[config.mk]
export PLATFORM = sky130hd
export DESIGN_NAME = mem_stage
export DESIGN_NICKNAME = d
export VERILOG_FILES = /design/src/rtl/riscv_pkg.sv /design/src/rtl/load_align.sv /design/src/rtl/mem_stage.sv
export SDC_FILE = /design/constraint.sdc
export NUM_CORES = 1
export LEC_CHECK = 0
export BUFFER_PORTS_ARGS = -buffer_cell sky130_fd_sc_hd__buf_2
export CAP_MARGIN = 15
export CORE_ASPECT_RATIO = 0.75
export CORE_UTILIZATION = 50
export DETAILED_ROUTE_END_ITERATION = 10
export PLACE_DENSITY_LB_ADDON = 0.2
export SYNTH_ARGS = -nofsm -noshare
export SYNTH_HDL_FRONTEND = slang
export SYNTH_SLANG_ARGS = --single-unit
[constraint.sdc]
create_clock -name clk -period 2.4 [get_ports clk]
set_input_delay 0.48 -clock clk [delete_from_list [all_inputs] [get_ports clk]]
set_output_delay 0.48 -clock clk [all_outputs]
set_load 0.01 [all_outputs]
[src/rtl/riscv_pkg.sv]
// -----------------------------------------------------------------------------
// riscv_pkg
// Shared types and constants for the load/store path of the 5-stage pipeline.
//   mem_state_t   : memory-stage FSM states (IDLE / REQ / WAIT)
//   F3_*          : funct3 encodings of the load/store access widths
//   acc_size_t    : decoded access width
//   access_size() : funct3 -> access width; unknown encodings mean a word
//   misaligned()  : true when the offset is illegal for the access width
// -----------------------------------------------------------------------------
package riscv_pkg;

  typedef enum logic [1:0] {
    IDLE = 2'd0,
    REQ  = 2'd1,
    WAIT = 2'd2
  } mem_state_t;

  localparam logic [2:0] F3_B  = 3'b000;
  localparam logic [2:0] F3_H  = 3'b001;
  localparam logic [2:0] F3_W  = 3'b010;
  localparam logic [2:0] F3_BU = 3'b100;
  localparam logic [2:0] F3_HU = 3'b101;

  typedef enum logic [1:0] {
    SZ_BYTE = 2'd0,
    SZ_HALF = 2'd1,
    SZ_WORD = 2'd2
  } acc_size_t;

  // The unsigned encodings only exist for loads; a store carrying 100/101
  // is an undefined encoding and therefore a word access.
  function automatic acc_size_t access_size(input logic is_load, input logic [2:0] f3);
    if (f3 == F3_B || (is_load && f3 == F3_BU)) return SZ_BYTE;
    if (f3 == F3_H || (is_load && f3 == F3_HU)) return SZ_HALF;
    return SZ_WORD;
  endfunction

  function automatic logic misaligned(input acc_size_t sz, input logic [1:0] a);
    return (sz == SZ_HALF && a[0]) || (sz == SZ_WORD && a != 2'b00);
  endfunction

endpackage

[src/rtl/load_align.sv]
// -----------------------------------------------------------------------------
// load_align
// Combinational load formatter: picks the addressed byte/halfword out of the
// memory word and sign- or zero-extends it according to funct3.
//   rdata  [31:0] in  : raw word returned by data memory
//   offset [1:0]  in  : byte offset of the access within the word
//   funct3 [2:0]  in  : access width / signedness
//   result [31:0] out : value to write back
// Halfwords use offset[1] only and words ignore the offset, so an unaligned
// access (when not trapped) reads the aligned container.
// -----------------------------------------------------------------------------
module load_align
  import riscv_pkg::*;
(
  input  logic [31:0] rdata,
  input  logic [1:0]  offset,
  input  logic [2:0]  funct3,
  output logic [31:0] result
);

  logic [7:0]  lane [4];
  logic [7:0]  byte_sel;
  logic [15:0] half_sel;

  genvar gi;
  generate
    for (gi = 0; gi < 4; gi++) begin : g_lane
      assign lane[gi] = rdata[8*gi +: 8];
    end
  endgenerate

  assign byte_sel = lane[offset];
  assign half_sel = offset[1] ? rdata[31:16] : rdata[15:0];

  always_comb begin
    result = rdata;
    case (funct3)
      F3_B:    result = {{24{byte_sel[7]}}, byte_sel};
      F3_BU:   result = {24'd0, byte_sel};
      F3_H:    result = {{16{half_sel[15]}}, half_sel};
      F3_HU:   result = {16'd0, half_sel};
      default: result = rdata;
    endcase
  end

endmodule

[src/rtl/mem_stage.sv]
// -----------------------------------------------------------------------------
// mem_stage
// Memory stage of the 5-stage pipeline. Non-memory results pass straight to
// write-back one cycle after acceptance. Loads and stores run a
// request/grant(/rvalid) transaction on the data-memory port while ex_ready
// is held low; every accepted instruction yields exactly one wb_valid pulse.
//
// Optional feature macro: LSU_MISALIGN_TRAP_EN
//   defined   : misaligned halfword/word accesses issue no memory request and
//               produce a wb_valid pulse with wb_misalign=1, wb_reg_write=0
//   undefined : wb_misalign stays 0; halfwords use addr[1], words ignore
//               addr[1:0]
//
// Ports
//   clk, rst_n                      : clock, asynchronous active-low reset
//   ex_valid / ex_ready             : upstream handshake (ready = FSM idle)
//   ex_alu_result, ex_store_data    : address / pass-through value, rs2
//   ex_mem_read, ex_mem_write       : load / store (both set = load)
//   ex_funct3, ex_rd, ex_reg_write  : width/sign, destination, write enable
//   dmem_req/we/addr/wdata/be       : registered memory request
//   dmem_gnt, dmem_rvalid, dmem_rdata : memory grant and read response
//   wb_valid/rd/reg_write/data/misalign : one-cycle write-back packet
// -----------------------------------------------------------------------------
module mem_stage
  import riscv_pkg::*;
#(
  parameter int XLEN = 32
) (
  input  logic            clk,
  input  logic            rst_n,
  input  logic            ex_valid,
  output logic            ex_ready,
  input  logic [XLEN-1:0] ex_alu_result,
  input  logic [XLEN-1:0] ex_store_data,
  input  logic            ex_mem_read,
  input  logic            ex_mem_write,
  input  logic [2:0]      ex_funct3,
  input  logic [4:0]      ex_rd,
  input  logic            ex_reg_write,
  output logic            dmem_req,
  output logic            dmem_we,
  output logic [XLEN-1:0] dmem_addr,
  output logic [XLEN-1:0] dmem_wdata,
  output logic [3:0]      dmem_be,
  input  logic            dmem_gnt,
  input  logic            dmem_rvalid,
  input  logic [XLEN-1:0] dmem_rdata,
  output logic            wb_valid,
  output logic [4:0]      wb_rd,
  output logic            wb_reg_write,
  output logic [XLEN-1:0] wb_data,
  output logic            wb_misalign
);

  mem_state_t state_reg, state_next;

  // Decode of the instruction currently offered by execute
  logic       is_mem_op;
  logic       is_load_in;
  logic       misalign_in;
  logic [1:0] a_in;
  acc_size_t  size_in;
  logic [31:0] store_wdata;
  logic [3:0]  store_be;

  // Transaction context captured on acceptance
  logic [1:0] offset_reg;
  logic [2:0] funct3_reg;
  logic [4:0] rd_reg;
  logic       reg_write_reg;
  logic       is_load_reg;

  logic        dmem_we_reg;
  logic [31:0] dmem_addr_reg;
  logic [31:0] dmem_wdata_reg;
  logic [3:0]  dmem_be_reg;

  logic        wb_valid_reg;
  logic [4:0]  wb_rd_reg;
  logic        wb_reg_write_reg;
  logic [31:0] wb_data_reg;
  logic        wb_misalign_reg;

  logic [31:0] load_result;

  assign is_mem_op  = ex_mem_read | ex_mem_write;
  assign is_load_in = ex_mem_read;
  assign a_in       = ex_alu_result[1:0];
  assign size_in    = access_size(is_load_in, ex_funct3);

`ifdef LSU_MISALIGN_TRAP_EN
  assign misalign_in = is_mem_op && misaligned(size_in, a_in);
`else
  assign misalign_in = 1'b0;
`endif

  // Store data is replicated into every lane; the byte enables pick the
  // lanes memory actually writes.
  genvar gi;
  generate
    for (gi = 0; gi < 4; gi++) begin : g_store_lane
      assign store_wdata[8*gi +: 8] =
        (size_in == SZ_BYTE) ? ex_store_data[7:0] :
        (size_in == SZ_HALF) ? ex_store_data[8*(gi%2) +: 8] :
                               ex_store_data[8*gi +: 8];
    end
  endgenerate

  always_comb begin
    store_be = 4'b1111;
    case (size_in)
      SZ_BYTE: store_be = 4'b0001 << a_in;
      SZ_HALF: store_be = 4'b0011 << {a_in[1], 1'b0};
      default: store_be = 4'b1111;
    endcase
  end

  // ---------------- FSM: state register ----------------
  always_ff @(posedge clk or negedge rst_n) begin
    if (!rst_n) state_reg <= IDLE;
    else        state_reg <= state_next;
  end

  // ---------------- FSM: next state ----------------
  always_comb begin
    state_next = state_reg;
    case (state_reg)
      IDLE: if (ex_valid && is_mem_op && !misalign_in) state_next = REQ;
      REQ:  if (dmem_gnt) state_next = is_load_reg ? WAIT : IDLE;
      WAIT: if (dmem_rvalid) state_next = IDLE;
      default: state_next = IDLE;
    endcase
  end

  // ---------------- FSM: outputs ----------------
  always_comb begin
    ex_ready = (state_reg == IDLE);
    dmem_req = (state_reg == REQ);
  end

  // ---------------- Datapath ----------------
  always_ff @(posedge clk or negedge rst_n) begin
    if (!rst_n) begin
      offset_reg       <= '0;
      funct3_reg       <= '0;
      rd_reg           <= '0;
      reg_write_reg    <= 1'b0;
      is_load_reg      <= 1'b0;
      dmem_we_reg      <= 1'b0;
      dmem_addr_reg    <= '0;
      dmem_wdata_reg   <= '0;
      dmem_be_reg      <= '0;
      wb_valid_reg     <= 1'b0;
      wb_rd_reg        <= '0;
      wb_reg_write_reg <= 1'b0;
      wb_data_reg      <= '0;
      wb_misalign_reg  <= 1'b0;
    end else begin
      wb_valid_reg <= 1'b0;
      case (state_reg)
        IDLE: begin
          if (ex_valid) begin
            if (!is_mem_op) begin
              wb_valid_reg     <= 1'b1;
              wb_data_reg      <= ex_alu_result;
              wb_rd_reg        <= ex_rd;
              wb_reg_write_reg <= ex_reg_write;
              wb_misalign_reg  <= 1'b0;
            end else if (misalign_in) begin
              // Faulting address is reported in wb_data for the trap handler
              wb_valid_reg     <= 1'b1;
              wb_data_reg      <= ex_alu_result;
              wb_rd_reg        <= ex_rd;
              wb_reg_write_reg <= 1'b0;
              wb_misalign_reg  <= 1'b1;
            end else begin
              offset_reg     <= a_in;
              funct3_reg     <= ex_funct3;
              rd_reg         <= ex_rd;
              reg_write_reg  <= ex_reg_write;
              is_load_reg    <= is_load_in;
              dmem_we_reg    <= !is_load_in;
              dmem_addr_reg  <= {ex_alu_result[31:2], 2'b00};
              dmem_wdata_reg <= store_wdata;
              // Loads fetch the whole word and align locally
              dmem_be_reg    <= is_load_in ? 4'b1111 : store_be;
            end
          end
        end
        REQ: begin
          if (dmem_gnt && !is_load_reg) begin
            wb_valid_reg     <= 1'b1;
            wb_rd_reg        <= rd_reg;
            wb_reg_write_reg <= 1'b0;
            wb_misalign_reg  <= 1'b0;
          end
        end
        WAIT: begin
          if (dmem_rvalid) begin
            wb_valid_reg     <= 1'b1;
            wb_data_reg      <= load_result;
            wb_rd_reg        <= rd_reg;
            wb_reg_write_reg <= reg_write_reg;
            wb_misalign_reg  <= 1'b0;
          end
        end
        default: ;
      endcase
    end
  end

  load_align u_load_align (
    .rdata  (dmem_rdata),
    .offset (offset_reg),
    .funct3 (funct3_reg),
    .result (load_result)
  );

  assign dmem_we      = dmem_we_reg;
  assign dmem_addr    = dmem_addr_reg;
  assign dmem_wdata   = dmem_wdata_reg;
  assign dmem_be      = dmem_be_reg;
  assign wb_valid     = wb_valid_reg;
  assign wb_rd        = wb_rd_reg;
  assign wb_reg_write = wb_reg_write_reg;
  assign wb_data      = wb_data_reg;
  assign wb_misalign  = wb_misalign_reg;

endmodule

# [Word-level counts from Yosys, hierarchy flattened]
# Cells that the tools add are included.
[word_totals] wordCells=100 inputBits=112 output_inout_bits=111 register_bits=121
[op_classes] n_lt_le_gt_ge=1 muxes=47 bitwise=2 n_shift=2 n_eq_ne=15 reduce_logical=18
[op_table] operator="$pmux 32 s4" n=1
[op_table] operator="$mux 32" n=3
[op_table] operator="$pmux 32 s2" n=1
[op_table] operator="$mux 8" n=7
[op_table] operator="$mux 5" n=4
[op_table] operator="$bmux 8 s2" n=1
[op_table] operator="$mux 16" n=1
[op_table] operator="$mux 2" n=8
[op_table] operator="$pmux 5 s3" n=1
[op_table] operator="$mux 1" n=14
[op_table] operator="$eq 3x3->1 const B" n=4
[op_table] operator="$pmux 1 s3" n=3
[op_table] operator="$pmux 4 s2" n=1
[op_table] operator="$eq 3x1->1 const B" n=2
[op_table] operator="$logic_not 3->1" n=2
[op_table] operator="$ne 2x1->1 const B" n=3
[op_table] operator="$ne 2x2->1 const B" n=3
[op_table] operator="$pmux 2 s3" n=1
[op_table] operator="$reduce_and 3->1" n=2
[op_table] operator="$reduce_and 5->1" n=1
[op_table] operator="$eq 2x1->1 const B" n=2
[op_table] operator="$logic_and 1x1->1" n=4
[op_table] operator="$logic_not 2->1" n=2
[op_table] operator="$mux 4" n=1
[op_table] operator="11 further kinds" n=13

# [Longest topological paths before layout]
[logic_depth] ltp_word=10 mapped_depth=8 ltp_nobuf=6

# [Cells and area by module]
# A second synthesis with hierarchy kept.
[hier_totals] hier_cells=637 area_unflattened_um2=6010.8
[modules_own_cells] mod="mem_stage" seq_area_each_um2=3002.9 area_each_um2=5382.7 n_inst=1 cells_each=528
[modules_own_cells] mod="load_align" seq_area_each_um2=0.0 area_each_um2=628.1 n_inst=1 cells_each=109

# [Worst setup path before layout]
# Ideal clock, no wire load.
[synth_path] path_kind="register -> register" startpoint="register state_reg[0]" endpoint="register dmem_addr_reg[10], in the netlist dmem_addr[10]" stages_incl_launch_ff=8 setup_time_ps=125 slack_ps=459 period_less_slack_ps=1941 arrival_time_ps=1816 required_ps=2275 path_buffers=3 path_cell_list="dfrtp_1 inv_1 ha_1 buf_2 o211ai_1 clkbuf_1 buf_2 mux2_2"
[synth_via] elab_chain_len=2
[synth_lines] item="start: declaration" line_no="mem_stage.sv:55" source="mem_state_t state_reg, state_next;"
[synth_lines] item="start signal: assignment" line_no="mem_stage.sv:121" source="else state_reg <= state_next;"
[synth_lines] item="$logic_not 2->1"
[synth_lines] item="net ex_ready" line_no="mem_stage.sv:32" source="output logic ex_ready,"
[synth_lines] item="$reduce_and 3->1 (no line)"
[synth_lines] item="end signal: assignment" line_no="mem_stage.sv:183" source="dmem_addr_reg <= {ex_alu_result[31:2], 2'b00};"
[synth_lines] item="end: declaration" line_no="mem_stage.sv:74" source="logic [31:0] dmem_addr_reg;"
# The timed path passes the listed nets, and every way through them passes these cells.
# A chain may end at the register's enable or synchronous reset.

# [Final worst setup path]
[layout_path] startpoint="register state_reg[0]" endpoint="register wb_data_reg[11], in the netlist wb_data[11]"
[layout_via] elab_chain_len=3 word_cells_on_any_way=8 cone_classes="eq/ne (4); mux (1); reduce/logical (3)"
[layout_lines] item="$eq 2x2->1 or $logic_not 2->1 (tied branches)" line_no="mem_stage.sv:160" source="case (state_reg)"
[layout_lines] item="$ne 2x2->1 (no line) or $reduce_bool 2->1 (tied branches)"
[layout_lines] item="$reduce_and 4->1 (no line)"
[layout_lines] item="end signal: assignment" line_no="mem_stage.sv:165" source="wb_data_reg <= ex_alu_result;"
[layout_lines] item="end signal: assignment" line_no="mem_stage.sv:172" source="wb_data_reg <= ex_alu_result;"
[layout_lines] item="end signal: assignment" line_no="mem_stage.sv:201" source="wb_data_reg <= load_result;"
[layout_lines] item="end: declaration" line_no="mem_stage.sv:81" source="logic [31:0] wb_data_reg;"
# Parallel ways exist; a longest one is shown, timed or not.

==> impl_metrics.tcl <==
set metrics [dict create \
    internal-power_mw 6.89 \
    synthesis.area_mm2 0.00596 \
    p_comb_frac 0.443 \
    fin_crit_sh 0.844 \
    relSlewSlack 0.556 \
    r2r-start "state_reg[0]" \
    first_global_vias 4751 \
    synth.area.top_cells "dfrtp_1, mux2_2, mux2i_1, nand2_1, nor2_1" \
    irDropWorstVdd_mv 0.791 \
    placed_area_mm2 0.00723 \
    overflow 0 \
    hold_viol_final 0 \
    p_sw_mw 4.13 \
    rows 34 \
    dp_hpwl_mm 11.9 \
    area_growth_syn_to_layout_pct 30.9 \
    syn_area_per_cell_um2 11.0 \
    dr_total_vias 5058 \
    critPathMaxStageDelay_ns 0.44 \
    initial_core_util 0.513 \
    yosys_warnings 0 \
    dr.pass1.iters 5 \
    grt_max_degree 82 \
    power.density_mw_per_mm2 1410 \
    synth_top_area_frac 0.504 \
    htreeDepth 4 \
    tightest_slew_ns 0.663 \
    drt_iter0_drc 344 \
    port_buffers 219 \
    critPathArrivalTime_ns 2.29 \
    final.setup.tns_ns 0 \
    crit_slowest_cell "a211oi_1" \
    synth_top_cell_by_area "dfrtp_1" \
    dieArea_mm2 0.0124 \
    final_antenna_net_count 0 \
    p_total_mw 11.0 \
    synthCells 544 \
    slew_violations 0 \
    leakagePower_nw 3.73 \
    crit_chain "inv_1, ha_1, buf_4, mux2i_1, a21o_1, a211oi_1, a221oi_1" \
    pwr-share-seq 0.333 \
    cts-resized-gates 0 \
    grt_pass1_wl_mm 24.7 \
    path_clk_slew_ns 0.05 \
    cp_max_fo 7 \
    antenna_found_initial 1 \
    fp.dieW_um 128 \
    cts_tree "done" \
    cap_violations 0 \
    swShare 0.375 \
    synthTopCellsByCount "dfrtp_1, mux2_2, nand2_1, nor2_1, o21ai_0" \
    fin_crit_ns 2.03 \
    ys_types 49 \
    grt_use_total 0.265 \
    die_h_um 96.6 \
    synth_seq_cells 120 \
    outcome "complete, no violations" \
    synth-edff-count 0 \
    vias_per_cell 5.42 \
    wl_mm 16.1 \
    hp-class "in -> async" \
    fin_skew_ns 0.00818 \
    cts_buffers 17 \
    clkSinkCount 120 \
    worst-setup-path-type "reg -> reg" \
    crit_start "state_reg[0]" \
    ys.flop_type "dfrtp_1" \
    post-synth-top-count-cell "dfrtp_1" \
    place_congestion 0.865 \
    wl_per_cell_um 17.2 \
    ys_seq_area_frac 0.504 \
    cts_setup_buffers 0 \
    rsz0062_at_grt "no" \
    start_kind "flop" \
    drive_gt1_frac 0.453 \
    finish.instance_area_mm2 0.00780 \
    timing.fmax_mhz 494 \
    core_area_mm2 0.0116 \
    pwr-share-clk 0.224 \
    crit_required_ns 2.66 \
    crit_path_end_kind "flop" \
    clk_latency_ns 0.41 \
    setup_viol 0 \
    drc 0 \
    root_buffer "clkbuf_16" \
    clock_path_buffers 2 \
    io_pins 223 \
    async_reset_ff_frac 1.00 \
    nets 875 \
    holdBufCountCts 0 \
]
path summary, 6_finish.rpt:
check                                  to  slack, ns  cells after the start
min in group clk            dmem_addr[25]       0.32                      2
max reg2reg                   wb_data[11]       0.37                      7
min                         dmem_addr[23]       0.06                      1
max                           wb_data[11]       0.37                      7
max in group asynchronous   dmem_wdata[1]       1.71                      2
min reg2reg                dmem_wdata[19]       0.47                      2
placed cells by master (no fill, tap or decap), drive strengths merged, types with 4 or more instances in the layout:
cell type    n
a21oi       14
nor3         4
nor2        60
mux2        70
nand2       60
clkinv       6
o21ai       40
clkbuf      21
dfrtp      120
a211oi       4
inv         11
a221oi      26
mux2i       35
o22ai        6
a22oi        4
a31oi        7
ha           4
buf        234
cells by family (layout without fill, tap and decap cells):
| logic type | count (synthesis) | in the layout | synth area share |
|---|---|---|---|
| compound gates | 124 | 124 | 0.158 |
| fa+ha+maj | 4 | 4 | 0.00840 |
| buf+inv | 52 | 276 | 0.0428 |
| flops | 120 | 120 | 0.504 |
| mux | 105 | 105 | 0.191 |
| other cells | 1 | 4 | 0.000629 |
| simple gates | 138 | 138 | 0.0957 |
worst max-delay path: cells and delay by family (launching register included):
family,cells,cell delay (ns)
buf+inv,2,0.29
compound gates,3,0.83
fa+ha+maj,1,0.23
mux,1,0.13
flops,1,0.41
power by group through the flow:
stage / clock network [mW] / logic [mW] / registers [mW]
after floorplan: 0 / 2.81 / 4.00
after global placement: 0 / 4.74 / 3.62
after detailed placement: 0 / 4.90 / 3.68
after CTS: 2.50 / 4.92 / 3.66
after global routing: 2.60 / 5.38 / 3.79
final: 2.46 / 4.88 / 3.67
final cells by class:
type / count / area (um^2)
fillers: 965 / 3810
diodes: 1 / 2.50
clock inverters: 9 / 100
inverters: 12 / 45.0
flip-flops and latches: 120 / 3000
repair buffers: 234 / 1260
clock buffers: 21 / 470
well taps: 162 / 203
multi-input cells: 374 / 2720
metal layers:
metal	wire (um)	vias up	track usage
met2	7270	216	0.404
met3	1260	25	0.0705
met4	325	0	0.101
met1	7230	2436	0.363
li1	-	2381	-
met5	0	-	0
metrics by stage:
stage          hold WS, ns  utilization  worst slack [ns]  cells
2_1_floorplan        0.184            -             0.459    546
3_3_place_gp         0.459        0.622             0.478    902
3_5_place_dp         0.465        0.622             0.388    902
4_1_cts             0.0714        0.672             0.377    932
5_1_grt             0.0924        0.672             0.213    933
6_report            0.0607        0.672             0.374    933
Note: power is estimated with default switching activity, not from simulation.
